<file path="src/rtl/sw_debouncer_pkg.sv">
// rtl/sw_debouncer_pkg.sv - shared state encodings and default parameters for the switch debouncer
package sw_debouncer_pkg;

  // Per-bit debounce FSM states; encodings are fixed so they read the same in waveforms
  typedef enum logic [1:0] {
    ST_STABLE_LOW  = 2'd0,
    ST_PEND_HIGH   = 2'd1,
    ST_STABLE_HIGH = 2'd2,
    ST_PEND_LOW    = 2'd3
  } deb_state_t;

  localparam int DEFAULT_NB_COUNTER     = 14;
  localparam int DEFAULT_DEBOUNCE_LIMIT = 10000;

endpackage

</file>
<file path="src/rtl/debounce_bit.sv">
// rtl/debounce_bit.sv - synchroniser, debounce FSM, stability counter and edge pulses for one switch
module debounce_bit
  import sw_debouncer_pkg::*;
#(
  parameter int NB_COUNTER     = DEFAULT_NB_COUNTER,
  parameter int DEBOUNCE_LIMIT = DEFAULT_DEBOUNCE_LIMIT
) (
  input  logic clock,
  input  logic i_reset,
  input  logic i_sw,
  output logic o_sw,
  output logic o_rise,
  output logic o_fall
);

  // Counter value on the last qualifying cycle; counting stops here so it never wraps
  localparam logic [NB_COUNTER-1:0] LIMIT_M1 = NB_COUNTER'(DEBOUNCE_LIMIT - 1);

  logic                  r_sync1;
  logic                  r_sync2;
  deb_state_t            r_state;
  deb_state_t            w_state_nxt;
  logic [NB_COUNTER-1:0] r_count;
  logic [NB_COUNTER-1:0] w_count_nxt;
  logic                  r_sw;
  logic                  r_rise;
  logic                  r_fall;
  logic                  w_sw_nxt;
  logic                  w_rise_nxt;
  logic                  w_fall_nxt;
  logic                  w_s;
  logic                  w_at_limit;

  assign w_s        = r_sync2;
  assign w_at_limit = (r_count == LIMIT_M1);

  // Two-flop synchroniser for the asynchronous switch input
  always_ff @(posedge clock) begin
    if (i_reset) begin
      r_sync1 <= 1'b0;
      r_sync2 <= 1'b0;
    end else begin
      r_sync1 <= i_sw;
      r_sync2 <= r_sync1;
    end
  end

  // State, counter and registered outputs
  always_ff @(posedge clock) begin
    if (i_reset) begin
      r_state <= ST_STABLE_LOW;
      r_count <= '0;
      r_sw    <= 1'b0;
      r_rise  <= 1'b0;
      r_fall  <= 1'b0;
    end else begin
      r_state <= w_state_nxt;
      r_count <= w_count_nxt;
      r_sw    <= w_sw_nxt;
      r_rise  <= w_rise_nxt;
      r_fall  <= w_fall_nxt;
    end
  end

  // Next state and counter: any opposite sample during a pending state abandons qualification
  always_comb begin
    w_state_nxt = r_state;
    w_count_nxt = r_count;
    case (r_state)
      ST_STABLE_LOW: begin
        if (w_s) begin
          w_state_nxt = ST_PEND_HIGH;
          w_count_nxt = '0;
        end
      end
      ST_PEND_HIGH: begin
        if (!w_s)            w_state_nxt = ST_STABLE_LOW;
        else if (w_at_limit) w_state_nxt = ST_STABLE_HIGH;
        else                 w_count_nxt = r_count + NB_COUNTER'(1);
      end
      ST_STABLE_HIGH: begin
        if (!w_s) begin
          w_state_nxt = ST_PEND_LOW;
          w_count_nxt = '0;
        end
      end
      ST_PEND_LOW: begin
        if (w_s)             w_state_nxt = ST_STABLE_HIGH;
        else if (w_at_limit) w_state_nxt = ST_STABLE_LOW;
        else                 w_count_nxt = r_count + NB_COUNTER'(1);
      end
      default: w_state_nxt = ST_STABLE_LOW;
    endcase
  end

  // Output decode: level follows the stable side, pulses only on a qualified transition
  always_comb begin
    w_sw_nxt   = (w_state_nxt == ST_STABLE_HIGH) || (w_state_nxt == ST_PEND_LOW);
    w_rise_nxt = (r_state == ST_PEND_HIGH) && (w_state_nxt == ST_STABLE_HIGH);
    w_fall_nxt = (r_state == ST_PEND_LOW) && (w_state_nxt == ST_STABLE_LOW);
  end

  assign o_sw   = r_sw;
  assign o_rise = r_rise;
  assign o_fall = r_fall;

endmodule

</file>
<file path="src/rtl/sw_debouncer.sv">
// rtl/sw_debouncer.sv - per-switch debouncer array with rise/fall pulse outputs
module sw_debouncer
  import sw_debouncer_pkg::*;
#(
  parameter int NB_SW          = 4,
  parameter int NB_COUNTER     = DEFAULT_NB_COUNTER,
  parameter int DEBOUNCE_LIMIT = DEFAULT_DEBOUNCE_LIMIT
) (
  input  logic             clock,
  input  logic             i_reset,
  input  logic [NB_SW-1:0] i_sw,
  output logic [NB_SW-1:0] o_sw,
  output logic [NB_SW-1:0] o_sw_rise,
  output logic [NB_SW-1:0] o_sw_fall
);

  // The limit must be reachable by the counter and at least one cycle
  if (DEBOUNCE_LIMIT < 1 || DEBOUNCE_LIMIT > (2**NB_COUNTER) - 1) begin : g_bad_limit
    $error("sw_debouncer: DEBOUNCE_LIMIT out of range for NB_COUNTER");
  end

  // One independent channel per switch
  for (genvar g = 0; g < NB_SW; g++) begin : g_bit
    debounce_bit #(
      .NB_COUNTER     (NB_COUNTER),
      .DEBOUNCE_LIMIT (DEBOUNCE_LIMIT)
    ) u_bit (
      .clock   (clock),
      .i_reset (i_reset),
      .i_sw    (i_sw[g]),
      .o_sw    (o_sw[g]),
      .o_rise  (o_sw_rise[g]),
      .o_fall  (o_sw_fall[g])
    );
  end

endmodule

</file>
<file path="config.mk">
export PLATFORM = sky130hd
export DESIGN_NAME = sw_debouncer
export DESIGN_NICKNAME = d
export VERILOG_FILES = /design/src/rtl/sw_debouncer_pkg.sv /design/src/rtl/debounce_bit.sv /design/src/rtl/sw_debouncer.sv
export SDC_FILE = /design/constraint.sdc
export NUM_CORES = 1
export LEC_CHECK = 0
export ABC_AREA = 1
export CORE_UTILIZATION = 55
export DETAILED_ROUTE_END_ITERATION = 10
export DONT_BUFFER_PORTS = 1
export PLACE_DENSITY = 0.77
export REMOVE_ABC_BUFFERS = 1
export SYNTH_ARGS = -nofsm -noshare
export SYNTH_HDL_FRONTEND = slang
export SYNTH_HIERARCHICAL = 1
export SYNTH_SLANG_ARGS = --single-unit
</file>
<file path="constraint.sdc">
create_clock -name clock -period 3.4 [get_ports clock]
set_input_delay 0.51 -clock clock [delete_from_list [all_inputs] [get_ports clock]]
set_output_delay 0.51 -clock clock [all_outputs]
set_load 0.1 [all_outputs]
</file>
==> reports/results.md <==
## Worst setup path
* output port — Worst setup EP type
* 1300 ps — data arrival time at the worst-slack endpoint
* 2890 ps — required time reported for the critical path endpoint
* flip-flop — critical path startpoint category
* 1 — Max FO, Critical Path
* flip-flop to output port — CP Class

## Detailed routing
* 0 — number of nets with antenna violations after detailed routing
* 0 — final routed DRC violation total
* 3940 — via count
* 4.89 — number of vias per cell after detailed routing
* 10.3 um — average wire length per cell after detail routing
* 8.31 mm — Post-Route WL
* 119 — DRC violation total after the first TritonRoute iteration
* 4 — iteration count of the initial detailed-routing pass

## Synthesis
* 37.1% — sequential area share after synthesis
* simple AND/OR/NAND/NOR gates — largest family of logic cells by synthesized area
* 1.15% — synthesized-area fraction occupied by adder cells
* 6.26 um2 — post-synthesis area per instance
* sky130_fd_sc_hd__dfxtp_1 37%, sky130_fd_sc_hd__nand2_1 15%, sky130_fd_sc_hd__nor2_1 13% — top cells by area in the synthesized netlist
* 81 — count of state elements after synthesis
* 43.9% — post-synthesis share of cell area spent on and, or, nand and nor gates
* 0% — multiplexer area fraction after synthesis
* 4.33% — fraction of the mapped netlist area in compound gates
* sky130_fd_sc_hd__dfxtp_1 — largest area contributor in the netlist
* 6 — total of warnings raised by yosys
* 0.00437 mm2 — cell area after synthesis
* 25 — number of distinct library cell variants in the gate-level netlist after synthesis
* 697 — synthesized instance count
* 37.1% — share of the synthesized area in the top cell type
* 1.61% — xor/xnor cell area share of the yosys netlist

## CTS
* 350 ps — Worst-Skew Late Latency
* 0 — count of hold buffers inserted by post-cts repair
* 3 — number of H-tree branching levels
* 2 — Max clock buf depth
* sky130_fd_sc_hd__clkbuf_8 — root buf cell
* 81 — count of clock tree sinks
* 0 — Gates resized, CTS repair
* built — CTS tree
* 9 — Inserted Clock Buffers
* 0 — count of buffers added by post-CTS timing repair for setup
* 90 ps — clock transition at the registers of the reported paths

## Floorplanning
* 91.1 um — width of the die
* 0.00769 mm2 — Core Area
* 32 — FP Rows
* 18 — number of top-level design ports
* 0.00830 mm2 — area of the die
* 56.8% — Initial Utilization
* 91.1 um — overall die height

## Timing
* 0 — final slew viol count
* 0 ps — setup TNS after final layout
* 0.553 GHz — Max Freq
* false — unrepaired setup endpoints after global routing
* 227 ps — Hold Worst Slack
* 939 ps — Worst-Margin Slew
* 1810 ps — minimum clock period after layout
* 53.2% — Period Utilization, post-route
* 0 — final number of setup-violating endpoints
* 8.08 ps — Fin Clk Skew
* 37.3% — relative slew slack
* 0 — endpoints failing hold

## GRT
* 0 — overflow left after global routing
* 0 — antenna violations before repair
* 33 — largest net degree at the start of global routing
* 3641 — vias in the first global route
* 14.8 mm — wire length of the first global-routing pass
* 21.5% — total routing resource utilization after global routing

## Placed design
* 5.91 mm — half-perimeter wire length of the detailed placement result
* 0 — count of buffers from port buffering
* 0.841 — Final Wtd Congestion

## Job
* 0 — Maximum Capacitance Violations

## Worst hold path
* input pin to flip-flop — path category of the worst min-delay check

## Status
* completed — status

## Pwr
* 22.6% — switching share of power
* 56.2% — share of power burned in registers
* 2.8% — share of power burned in combinational logic
* 41.0% — Clk pwr share
* 0.387 mW — switching power total
* 201 uV — maximum vdd ir drop
* 2.04 nW — leakage component of the power
* 371 mW/mm2 — ratio of total power to cell area
* 1.32 mW — internal power consumption

## Cells and area
* 741 — FILL cells
* 7.81% — share of layout cells above drive strength 1
* 5.73% — Syn-to-layout area delta
* 0 — Diodes inserted
* 709 — Final nets

## worst paths after layout
check,from,depth (start not counted),slack [ps],to
max,g_bit[2].u_bit/o_rise,0,1590,o_sw_rise[2]
min,i_reset,1,230,g_bit[1].u_bit/r_sync1
max reg2reg,g_bit[1].u_bit/r_state[1],9,1610,g_bit[1].u_bit/r_count[4]
min reg2reg,g_bit[3].u_bit/r_sync1,2,400,g_bit[3].u_bit/r_sync2
## cells by family after synthesis
logic type      Yosys count
simple gates            442
buf+inv                 125
flops                    81
compound gates           37
xor+xnor                  8
fa+ha+maj                 4
## flip-flops by register name, indices dropped and copies added, names as in the netlist
signal / count
g_bit.u_bit/o_sw: 1
g_bit.u_bit/r_count: 56
g_bit.u_bit/r_state: 8
g_bit.u_bit/o_fall: 4
g_bit.u_bit/r_sync1: 4
g_bit.u_bit/o_rise: 4
g_bit.u_bit/r_sync2: 4
## routing by layer
| layer | vias to the layer above | GRT usage (%) | part of all wire, % |
|---|---|---|---|
| met5 | - | 0 | 0 |
| met4 | 0 | 7.94 | 1.3 |
| met3 | 12 | 4.44 | 3.1 |
| met2 | 56 | 38.1 | 48 |
| met1 | 1755 | 25.6 | 47 |
| li1 | 2117 | - | - |
## cell usage in the layout, fill, tap and decap left out, drive strengths merged
| master | netlist | routed |
|---|---|---|
| nand2 | 187 | 187 |
| nor2 | 165 | 165 |
| inv | 112 | 112 |
| dfxtp | 81 | 81 |
| nand3 | 77 | 77 |
| a21oi | 29 | 29 |
| clkbuf | 5 | 11 |
| xor2 | 8 | 8 |
| o21ai | 8 | 8 |
| nand4 | 5 | 5 |
| or2 | 4 | 4 |
| nor3 | 4 | 4 |
| ha | 4 | 4 |
| buf | 7 | 3 |
| clkinv | 1 | 3 |
| clkinvlp | 0 | 2 |
| bufinv | 0 | 1 |
## final cells by class
class | instances | area, um2 | area share [%]
clock buffer | 11 | 141 | 3.06
clock inverter | 5 | 55.1 | 1.19
inverter | 113 | 424 | 9.19
multi-input combinational | 491 | 2220 | 48.2
sequential | 81 | 1620 | 35.1
tap | 102 | 128 | 2.76
timing repair buffer | 3 | 22.5 | 0.488
## synthesized netlist by cell type
library cell and n:
sky130_fd_sc_hd__a21oi_1 29, sky130_fd_sc_hd__buf_4 3, sky130_fd_sc_hd__buf_6 4, sky130_fd_sc_hd__clkbuf_1 4
sky130_fd_sc_hd__clkbuf_8 1, sky130_fd_sc_hd__clkinv_1 1, sky130_fd_sc_hd__dfxtp_1 81, sky130_fd_sc_hd__ha_1 4
sky130_fd_sc_hd__inv_1 111, sky130_fd_sc_hd__inv_2 1, sky130_fd_sc_hd__nand2_1 175, sky130_fd_sc_hd__nand2_2 10
sky130_fd_sc_hd__nand2_4 2, sky130_fd_sc_hd__nand3_1 70, sky130_fd_sc_hd__nand3_2 4, sky130_fd_sc_hd__nand3_4 3
sky130_fd_sc_hd__nand4_1 4, sky130_fd_sc_hd__nand4_2 1, sky130_fd_sc_hd__nor2_1 154, sky130_fd_sc_hd__nor2_2 11
sky130_fd_sc_hd__nor3_1 4, sky130_fd_sc_hd__o21ai_0 7, sky130_fd_sc_hd__o21ai_2 1, sky130_fd_sc_hd__or2_2 4
sky130_fd_sc_hd__xor2_1 8
## power groups by stage
stage	combinational (mW)	clock, mW	sequential [mW]
floorplan	0.0368	0	0.982
global placement	0.0461	0	0.984
detailed placement	0.0476	0	0.984
CTS	0.0479	0.726	0.962
global route	0.0553	0.773	0.963
finish	0.0478	0.702	0.962
## through the flow
stage	util, %	std cells	worst slack (ps)	power [mW]	area (um2)
floorplan	-	685	1420	1.02	4270
global placement	57.5	790	1730	1.03	4420
detailed placement	57.5	790	1600	1.03	4420
CTS	60.0	806	1570	1.74	4620
global route	60.0	806	1390	1.79	4620
finish	60.0	806	1590	1.71	4620
## worst reg2reg max path, delay by kind of cell, from the launching register on
family                 cells  cell delay [ps]
and+or+nand+nor            4              430
buffers and inverters      4              840
AOI/OAI and AO/OA          1              130
DFF                        1              310
Power figures use the tool's default switching activity.
